$ cat config.mk
export PLATFORM = sky130hd
export DESIGN_NAME = load_unit
export DESIGN_NICKNAME = d
export VERILOG_FILES = /design/src/rtl/load_unit.sv
export SDC_FILE = /design/constraint.sdc
export NUM_CORES = 1
export LEC_CHECK = 0
export CAP_MARGIN = 0
export CORE_ASPECT_RATIO = 1.75
export CORE_UTILIZATION = 47
export DETAILED_ROUTE_END_ITERATION = 10
export GPL_TIMING_DRIVEN = 0
export MAX_ROUTING_LAYER = met4
export PLACE_DENSITY = 0.87
export SYNTH_ARGS = -nofsm -noshare
export SYNTH_HDL_FRONTEND = slang
export SYNTH_SLANG_ARGS = --single-unit
$ cat constraint.sdc
create_clock -name clk -period 4.2 [get_ports clk]
set_clock_uncertainty 0.1 [all_clocks]
set_input_delay 0.84 -clock clk [delete_from_list [all_inputs] [get_ports clk]]
set_output_delay 0.84 -clock clk [all_outputs]
set_load 0.02 [all_outputs]
$ cat src/rtl/load_unit.sv
// Multi-cycle load unit: word-aligned req/ack read, byte/half/word extraction.
// Optional misaligned-access trap: define LOAD_MISALIGN_TRAP_EN.
`timescale 1ns/1ps
module load_unit #(
  parameter int TIMEOUT_CYCLES = 16
) (
  input  logic        clk,
  input  logic        rst,
  input  logic        start,
  input  logic [31:0] addr,
  input  logic [2:0]  funct3,
  output logic        mem_req,
  output logic [31:0] mem_addr,
  input  logic        mem_ack,
  input  logic [31:0] mem_rdata,
  output logic        busy,
  output logic        done,
  output logic        err,
  output logic [31:0] rdata
);

  localparam logic [1:0] IDLE = 2'd0;
  localparam logic [1:0] REQ  = 2'd1;
  localparam logic [1:0] DONE = 2'd2;

  localparam int CW = $clog2(TIMEOUT_CYCLES + 1);
  localparam logic [CW-1:0] LIM = CW'(TIMEOUT_CYCLES - 1);

  logic [1:0]    state;
  logic [1:0]    off_q;
  logic [2:0]    f3_q;
  logic [CW-1:0] cnt;
  logic          legal;
  logic [31:0]   sh;
  logic [7:0]    byte_v;
  logic [15:0]   half_v;
  logic [31:0]   ext;

  always_comb begin
    legal = 1'b0;
    unique case (funct3)
      3'b000, 3'b100: legal = 1'b1;
`ifdef LOAD_MISALIGN_TRAP_EN
      3'b001, 3'b101: legal = ~addr[0];
      3'b010:         legal = (addr[1:0] == 2'b00);
`else
      3'b001, 3'b101: legal = 1'b1;
      3'b010:         legal = 1'b1;
`endif
      default:        legal = 1'b0;
    endcase
  end

  // Byte lane picked by shifting the word down by 8*offset.
  always_comb begin
    sh     = mem_rdata >> {off_q, 3'b000};
    byte_v = sh[7:0];
    half_v = off_q[1] ? mem_rdata[31:16] : mem_rdata[15:0];
    ext    = 32'd0;
    unique case (f3_q)
      3'b000:  ext = {{24{byte_v[7]}}, byte_v};
      3'b001:  ext = {{16{half_v[15]}}, half_v};
      3'b010:  ext = mem_rdata;
      3'b100:  ext = {24'd0, byte_v};
      3'b101:  ext = {16'd0, half_v};
      default: ext = 32'd0;
    endcase
  end

  assign mem_req = (state == REQ);
  assign done    = (state == DONE);
  assign busy    = (state != IDLE);

  always_ff @(posedge clk or negedge rst) begin
    if (!rst) begin
      state    <= IDLE;
      off_q    <= 2'd0;
      f3_q     <= 3'd0;
      cnt      <= '0;
      mem_addr <= 32'd0;
      rdata    <= 32'd0;
      err      <= 1'b0;
    end else begin
      unique case (state)
        IDLE: begin
          if (start) begin
            off_q    <= addr[1:0];
            f3_q     <= funct3;
            mem_addr <= {addr[31:2], 2'b00};
            cnt      <= '0;
            rdata    <= 32'd0;
            err      <= ~legal;
            state    <= legal ? REQ : DONE;
          end
        end
        REQ: begin
          // Ack wins over the timeout on the limit cycle.
          if (mem_ack) begin
            rdata <= ext;
            state <= DONE;
          end else if (cnt == LIM) begin
            err   <= 1'b1;
            rdata <= 32'd0;
            state <= DONE;
          end else begin
            cnt <= cnt + CW'(1);
          end
        end
        DONE:    state <= IDLE;
        default: state <= IDLE;
      endcase
    end
  end

endmodule

== Word-level counts from Yosys, hierarchy flattened ==
Index checks and enable logic that the tools add are counted.

* Register bits after elaboration: 75
* Output and inout bits: 68
* Latch bits: 0
* Memories kept: 0
* Bits in writable memories: 0
* Bits in read-only memories: 0
* Input bits: 71
* Word-level logic and storage cells: 57

* Reduce and logical (&&, ||, !) cells: 11
* Equal/unequal tests: 16
* Bitwise gates (word level): 1
* $add $sub $neg: 1
* $lt $le $gt $ge: 0
* Muxes and demuxes: 20
* $mul: 0
* Shift-type cells: 1
* Divide/modulo/power cells: 0

{| class="wikitable"
|+ Operators with widths
! kind !! count
|-
| case mux 32 bit (5 select lines) || 1
|-
| 2-to-1 mux 32 bit || 3
|-
| case mux 32 bit (2 select lines) || 1
|-
| right shift 32 x 5 -> 8 bit || 1
|-
| 2-to-1 mux 16 bit || 1
|-
| 2-to-1 mux 5 bit || 3
|-
| equality test 3 bit, second input constant || 4
|-
| case mux 5 bit (2 select lines) || 1
|-
| 2-to-1 mux 2 bit || 4
|-
| AND reduction 4 bit || 2
|-
| equality test 3 x 1 -> 1 bit, second input constant || 2
|-
| equality test 3 x 2 -> 1 bit, second input constant || 2
|-
| logical NOT 3 bit || 2
|-
| != test 2 bit, second input constant || 3
|-
| adder 5 x 1 -> 5 bit, second input constant || 1
|-
| equality test 5 x 4 -> 1 bit, second input constant || 1
|-
| OR reduction 5 bit || 1
|-
| 2-to-1 mux 1 bit || 4
|-
| case mux 2 bit (2 select lines) || 1
|-
| AND reduction 2 bit || 2
|-
| nonzero test 2 bit || 2
|-
| != test 3 x 1 -> 1 bit, second input constant || 1
|-
| AND reduction 3 bit || 1
|-
| equality test 2 x 1 -> 1 bit, second input constant || 1
|-
| other kinds (5) || 5
|}

== Depth between registers and ports, before layout ==
Gate-level depths: netlist (run 1).

* Word-level depth: 6
* Gate-level depth with buffers: 8
* Gate-level depth less buffers: 7

== Worst setup path after synthesis (run 1) ==
No wires, ideal clock.

* Path kind: input-to-reg
* Start point: input port mem_rdata[23]
* End point: register rdata[17]
* Stages on the path: 5
* Arrival: 2.139 ns
* Buffers on the path: 1
* Slack: 1.843 ns
* Data required time: 3.982 ns
* Setup time: 0.118 ns
* Cells stage by stage: mux2_4 -> a222oi_1 -> buf_6 -> a21oi_1 -> a21o_1

* Cells in the longest elaborated chain, start to end: 4

{| class="wikitable"
|+ Ends and longest elaborated chain
! item !! line !! source
|-
| start, declared || 15 || <nowiki>input logic [31:0] mem_rdata,</nowiki>
|-
| right shift 32 x 5 -> 8 bit || 56 || <nowiki>sh = mem_rdata >> {off_q, 3'b000};</nowiki>
|-
| case mux 32 bit (5 select lines) || 60 || <nowiki>unique case (f3_q)</nowiki>
|-
| 2-to-1 mux 32 bit || 98 || <nowiki>if (mem_ack) begin</nowiki>
|-
| case mux 32 bit (2 select lines) || 84 || <nowiki>unique case (state)</nowiki>
|-
| end signal, assigned || 99 || <nowiki>rdata <= ext;</nowiki>
|-
| end, declared || 19 || <nowiki>output logic [31:0] rdata</nowiki>
|}

No other way between the ends.
A chain may end at the register's enable or synchronous reset.

== Worst setup path in the final report (run 1) ==
* Start point: input port mem_rdata[23]
* End point: register rdata[20]

Same word-level chain as after synthesis.

==> results of run 1 <==
worst max-delay path, delay by kind of cell:
kind,cells,cell delay (ns)
compound gates,3,1.11
buf+inv,2,0.72
mux,1,0.31
flip-flops by register name, summed over array words and instances, names as in the netlist:
name,count
cnt,5
err,1
f3_q,3
mem_addr,30
off_q,2
rdata,32
state,2
metrics by stage:
step / hold WS (ns) / utilization / area, um^2 / power (W) / setup slack, ns
floorplan: 0.350 / - / 3500 / 0.00187 / 1.84
global placement: 0.361 / 0.692 / 4970 / 0.00246 / -0.222
detailed placement: 0.369 / 0.692 / 4970 / 0.00251 / 1.03
CTS: 0.381 / 0.725 / 5210 / 0.00318 / 1.38
global route: 0.395 / 0.725 / 5210 / 0.00332 / 1.16
finish: 0.374 / 0.725 / 5210 / 0.00316 / 1.34
power groups by stage:
stage               sequential [W]  clock (W)  combinational, W
floorplan                  0.00128          0          0.000587
global placement           0.00107          0           0.00140
detailed placement         0.00108          0           0.00143
CTS                        0.00108   0.000660           0.00144
global route               0.00110   0.000682           0.00154
finish                     0.00108   0.000644           0.00144
worst max-delay path by stage:
stage,startpoint,endpoint
5_1_grt,mem_rdata[23],rdata[18]$_DFFE_PN0P_
3_5_place_dp,mem_rdata[31],rdata[20]$_DFFE_PN0P_
3_3_place_gp,rst,rdata[22]$_DFFE_PN0P_
4_1_cts,start,mem_addr[21]$_DFFE_PN0P_
6_report,mem_rdata[23],rdata[20]$_DFFE_PN0P_
2_1_floorplan,mem_rdata[23],rdata[17]$_DFFE_PN0P_
final cells by class:
| class | count | share of cell area |
|---|---|---|
| timing repair buffer | 136 | 0.261 |
| clock buffer | 11 | 0.0447 |
| buffer | 22 | 0.0202 |
| inverter | 2 | 0.00144 |
| sequential | 75 | 0.360 |
| tap | 86 | 0.0207 |
| clock inverter | 1 | 0.000961 |
| multi-input combinational | 207 | 0.291 |
Yosys cell counts (all sizes together) (2+ instances only):
cell,instances
a21o,26
nor3,8
a22oi,10
a21oi,26
nor3b,4
dfrtp,75
xor2,2
nand2,31
mux2,46
nand3,2
a221oi,7
mux2i,7
inv,2
nor4b,2
o21ai,12
a31oi,2
buf,10
nor2b,5
ha,2
nor2,4
clkbuf,12
routing by layer:
layer  global-route usage  vias to the layer above  routed length, um
met3               0.0566                       35                657
met2                0.466                      157               5200
met4                0.170                        0                427
met1                0.293                     1485               3660
li1                     -                     1396                  -
met5                    -                        -                  0
logic make-up after synthesis:
logic type	count (synthesis)	synth area share
flops	75	0.536
other cells	1	0.00107
xor+xnor	2	0.00501
buf+inv	24	0.0322
compound gates	86	0.162
simple gates	62	0.0869
fa+ha+maj	2	0.00715
mux	53	0.169
==> reports/qor.csv, run 1 <==
stage,metric,value,unit
critical_path,required,4.32,ns
critical_path,crit_fanout,10,
power,pwr-share-clk,0.203,
routing,drt_first_pass_iters,4,
synthesis,synthArstFlopShare,1.00,
synthesis,synth_top_area_share,0.536,
routing,routedWlPerCell,18.4,um
synthesis,yosysTopAreaCell,dfrtp_1,
synthesis,yosys-top-cells-area,"dfrtp_1 54%, mux2_2 14%, a21o_1 5.6%, a21oi_1 3.4%, nand2_1 3.3%",
final_layout,area_growth,48.8,%
clock_tree,clkTransAtPathRegs,0.06,ns
clock_tree,cts-root-buf,clkbuf_16,
floorplanning,ios,139,
floorplanning,core,0.00718,mm^2
routing,drc_errors,0,
timing,slew_viol_final,0,
clock_tree,post_cts_buffers,0,
synthesis,ys_types,37,
power,seqPwrFrac,0.340,
critical_path,startpoint_type,input port,
final_layout,nNetsFinal,526,
grt,grt_pass1_vias,3314,
floorplanning,die_y,116,um
timing,rsz0062_at_grt,false,
synthesis,yosys_warnings,0,
place,io_buffers,136,
timing,finalSetupViolations,0,
power,vdd.ir_drop.worst,0.435,mV
critical_path,crit-reg2reg-launch,off_q[0]$_DFFE_PN0P_,
synthesis,yosysSeqAreaShare,0.536,
clock_tree,cts_tree,built,
critical_path,crit_type,input port to flip-flop,
power,power_density,607,mW/mm^2
clock_tree,cts_buffers,9,
final_layout,seq_area,0.00188,mm^2
timing,fin_tns_setup,0,ns
final_layout,multi_input_area,0.00151,mm^2
power,switching_share,0.360,
min_path,hold_end,rdata[6]$_DFFE_PN0P_,
power,pwr-share-comb,0.456,
place,dp_hpwl,7.41,mm
synthesis,syn_inst,305,
final_layout,fillers,518,
grt,grt_pass1_wl,15.2,mm
floorplanning,die_w,67.2,um
timing,clock.fmax,349,MHz
clock_tree,insertion_delay,0.33,ns
synthesis,syn-cell-area,0.00350,mm^2
final_layout,drive_gt1_frac,0.154,
run_status,status,finished clean,
routing,drt_iter0_drc,182,
synthesis,synth-edff-count,0,
routing,viasPerCell,5.69,
critical_path,reg2reg_slack,1.85,ns
place,gp_congestion,0.867,
grt,antenna_found_initial,0,
critical_path,cpMaxStageDelayCell,a222oi_1,
timing,period_needed,2.86,ns
grt,grt_max_degree,76,
floorplanning,initial_core_util,0.487,
critical_path,critical_path.max_stage_delay,0.87,ns
clock_tree,cts_num_sinks,75,
place,numPlacedInstances,528,
floorplanning,num_rows,41,
timing,hold_violations,0,
critical_path,r2r-end,rdata[20]$_DFFE_PN0P_,
flow_run,drv_cap,0,
clock_tree,clockBufferDepth,2,
critical_path,end_kind,flip-flop,
critical_path,crit_chain,clkdlybuf4s50_1 > mux2_4 > a222oi_1 > buf_6 > a21oi_1 > a21o_1,
final_layout,stdcell_count,540,
min_path,hold_depth,2,
synthesis,ys_ff_latch,75,
routing,num_vias,3073,
final_layout,layout_commonest_cell,clkdlybuf4s50_1,
floorplanning,die_area,0.00781,mm^2
critical_path,arrival,2.98,ns
final_layout,n_antenna_cell,0,
synthesis,post_synth.cell_area_avg,11.5,um^2
synthesis,synthFlopType,dfrtp_1,
final_layout,final_cell_mix,"135 x clkdlybuf4s50_1, 75 x dfrtp_1, 45 x mux2_2, 31 x nand2_1, 26 x a21o_1",
routing,routed_wl,9.95,mm
clock_tree,postCtsResizedCells,0,
min_path,hold_class,flip-flop to flip-flop,
timing,fin_crit_sh,0.682,
grt,gr-total-overflow,0,
power,power.switching,0.00114,W
clock_tree,ctsHoldBuffers,0,
timing,relSlewSlack,0.343,
critical_path,reg2regPathDepth,5,
routing,ant_nets,0,
power,power_leakage,2.35,nW
clock_tree,ctsHtreeMaxLevel,3,
grt,grt_use_total,0.279,
min_path,hp-start,rdata[6]$_DFFE_PN0P_,
timing,tightest_slew,0.986,ns
power,internal-power,0.00202,W
Note: power is estimated with default switching activity, not from simulation.
==> run 2: changes to the inputs <==
- CORE_UTILIZATION: 47 -> 44
- PLACE_DENSITY: 0.87 -> 0.82
- clock period: 4.2 -> 2.8 ns (I/O delays scaled with it)
==> run 2 against run 1 <==
Net effect: die area up 6.7%; combinational power up 49%; setup slack worse by 1.1 ns; largest cell class unchanged.
==> reports/qor.csv, run 2 (synthesis results as in run 1) <==
stage,metric,value,unit,change
routing,routed_wl,9.85,mm,-0.94%
clock_tree,postCtsResizedCells,0,,unchanged
critical_path,endpoint,rdata[19]$_DFFE_PN0P_,,
place,io_buffers,136,,unchanged
clock_tree,cts_num_sinks,75,,unchanged
grt,antenna_found_initial,0,,unchanged
routing,routedWlPerCell,18.0,um,-2.2%
grt,gr-total-overflow,0,,unchanged
timing,fin_ws,0.233,ns,-1.10 ns
clock_tree,ctsHtreeMaxLevel,3,,unchanged
clock_tree,ctsHoldBuffers,0,,unchanged
critical_path,critical_path.max_stage_delay,0.78,ns,-0.09 ns
clock_tree,clockBufferDepth,2,,unchanged
floorplanning,core,0.00762,mm^2,+6.1%
place,gp_congestion,0.899,,+3.7%
critical_path,cpMaxStageDelayCell,a222oi_1,,
critical_path,startpoint_type,input port,,
critical_path,crit-reg2reg-launch,cnt[0]$_DFFE_PN0P_,,
grt,grt_max_degree,76,,unchanged
timing,relSlewSlack,0.417,,+0.0746
final_layout,largest_registers,"rdata: 32 flops, mem_addr: 30 flops, cnt: 5 flops",,
floorplanning,die_y,120,um,+3.3%
grt,grt_use_total,0.252,,-0.0265
clock_tree,post_cts_buffers,0,,unchanged
timing,hold_violations,0,,unchanged
critical_path,reg2regPathDepth,8,,+3
floorplanning,ios,139,,unchanged
power,total_power,0.00508,W,+61%
critical_path,crit_chain,clkdlybuf4s50_1 > mux2_4 > a222oi_1 > buf_6 > a21oi_1 > a21o_1,,
clock_tree,clkTransAtPathRegs,0.06,ns,about the same
final_layout,n_antenna_cell,0,,unchanged
routing,num_vias,3020,,-1.7%
clock_tree,cts-root-buf,clkbuf_16,,
final_layout,multi_input_area,0.00151,mm^2,unchanged
place,dp_hpwl,7.23,mm,-2.5%
floorplanning,die_w,69.4,um,+3.3%
critical_path,arrival,2.68,ns,-0.30 ns
floorplanning,initial_core_util,0.459,,-0.0280
critical_path,end_kind,flip-flop,,
critical_path,cp_num_buf_inv,2,,unchanged
clock_tree,cts_buffers,9,,unchanged
final_layout,nNetsFinal,527,,+0.19%
min_path,hold_class,input port to async pin,,
timing,clock.fmax,390,MHz,
critical_path,required,2.92,ns,-1.40 ns
final_layout,fillers,565,,+9.1%
place,dp_slack,-0.0472,ns,-1.07 ns
power,power_density,950,mW/mm^2,+56%
floorplanning,die_area,0.00833,mm^2,+6.7%
final_layout,drive_gt1_frac,0.166,,+0.0114
final_layout,final_cell_area,0.00534,mm^2,+2.6%
timing,slew_viol_final,0,,unchanged
grt,grt_pass1_vias,3323,,+0.27%
clock_tree,insertion_delay,0.33,ns,about the same
final_layout,final_cell_mix,"135 x clkdlybuf4s50_1, 75 x dfrtp_1, 45 x mux2_2, 31 x nand2_1, 26 x a21o_1",,
routing,drt_first_pass_iters,5,,+1
timing,rsz0062_at_grt,false,,
routing,ant_nets,0,,unchanged
routing,drc_errors,0,,unchanged
flow_run,drv_cap,0,,unchanged
final_layout,layout_commonest_cell,clkdlybuf4s50_1,,
final_layout,largest_reg_flops,32,,unchanged
power,power_leakage,2.41,nW,+2.8%
power,vdd.ir_drop.worst,0.694,mV,+60%
grt,grt_pass1_wl,15.8,mm,+3.3%
timing,finalSetupViolations,0,,unchanged
final_layout,regMostFlops,rdata,,
final_layout,seq_area,0.00188,mm^2,unchanged
timing,period_needed,2.57,ns,
critical_path,r2r-end,rdata[5]$_DFFE_PN0P_,,
clock_tree,cts_tree,built,,
timing,holdWs,0.149,ns,-0.226 ns
final_layout,final_util,0.701,,-0.0239
place,place_area,0.00500,mm^2,+0.60%
routing,drt_iter0_drc,200,,+9.9%
critical_path,worst_setup_path_startpoint,mem_rdata[23],,
routing,viasPerCell,5.52,,-3.0%
critical_path,reg2reg_slack,0.52,ns,-1.33 ns
floorplanning,num_rows,42,,+2.4%
critical_path,crit_fanout,10,,unchanged
critical_path,crit_family,compound AO/OA/AOI/OAI gates,,
critical_path,cp.depth,6,,unchanged
final_layout,area_growth,52.7,%,
timing,tightest_slew,0.874,ns,-0.112 ns
run_status,status,finished clean,,
timing,fin_crit_sh,0.917,,
critical_path,crit_type,input port to flip-flop,,
## run 2: power by group
part / switching [W] / leakage (nW) / internal (W)
clock network: 0.000425 / 0.169 / 0.000891
registers: 0.000204 / 0.956 / 0.00140
logic: 0.00110 / 1.29 / 0.00106
total: 0.00173 / 2.41 / 0.00335
## run 2: area by class of cell
cell class,instances,area share
multi-input cells,207,0.283
plain buffers,22,0.0197
flip-flops and latches,75,0.351
inverters,2,0.00141
clock buffers,11,0.0454
clock inverters,5,0.0187
well taps,88,0.0206
repair buffers,137,0.259
## run 2: worst min-delay path by stage
| stage | start | to | slack [ns] | cells past startpoint |
|---|---|---|---|---|
| 2_1_floorplan | rst | cnt[0]$_DFFE_PN0P_ | 0.16 | 0 |
| 3_3_place_gp | rdata[18]$_DFFE_PN0P_ | rdata[18]$_DFFE_PN0P_ | 0.36 | 1 |
| 3_5_place_dp | rdata[28]$_DFFE_PN0P_ | rdata[28]$_DFFE_PN0P_ | 0.37 | 1 |
| 4_1_cts | rst | mem_addr[15]$_DFFE_PN0P_ | 0.15 | 2 |
| 5_1_grt | rst | mem_addr[11]$_DFFE_PN0P_ | 0.17 | 2 |
| 6_report | rst | mem_addr[11]$_DFFE_PN0P_ | 0.15 | 2 |
## run 2: layer usage
layer,part of all wire,up-vias,track usage
met1,0.38,1439,0.268
met2,0.53,152,0.427
met4,0.029,0,0.128
li1,-,1404,-
met3,0.065,25,0.0688
met5,0,-,-
## run 2: metrics by stage
stage               TNS, ns  cells
floorplan                 0    306
global placement    -104.78    530
detailed placement   -0.270    531
CTS                       0    547
global route              0    547
finish                    0    547
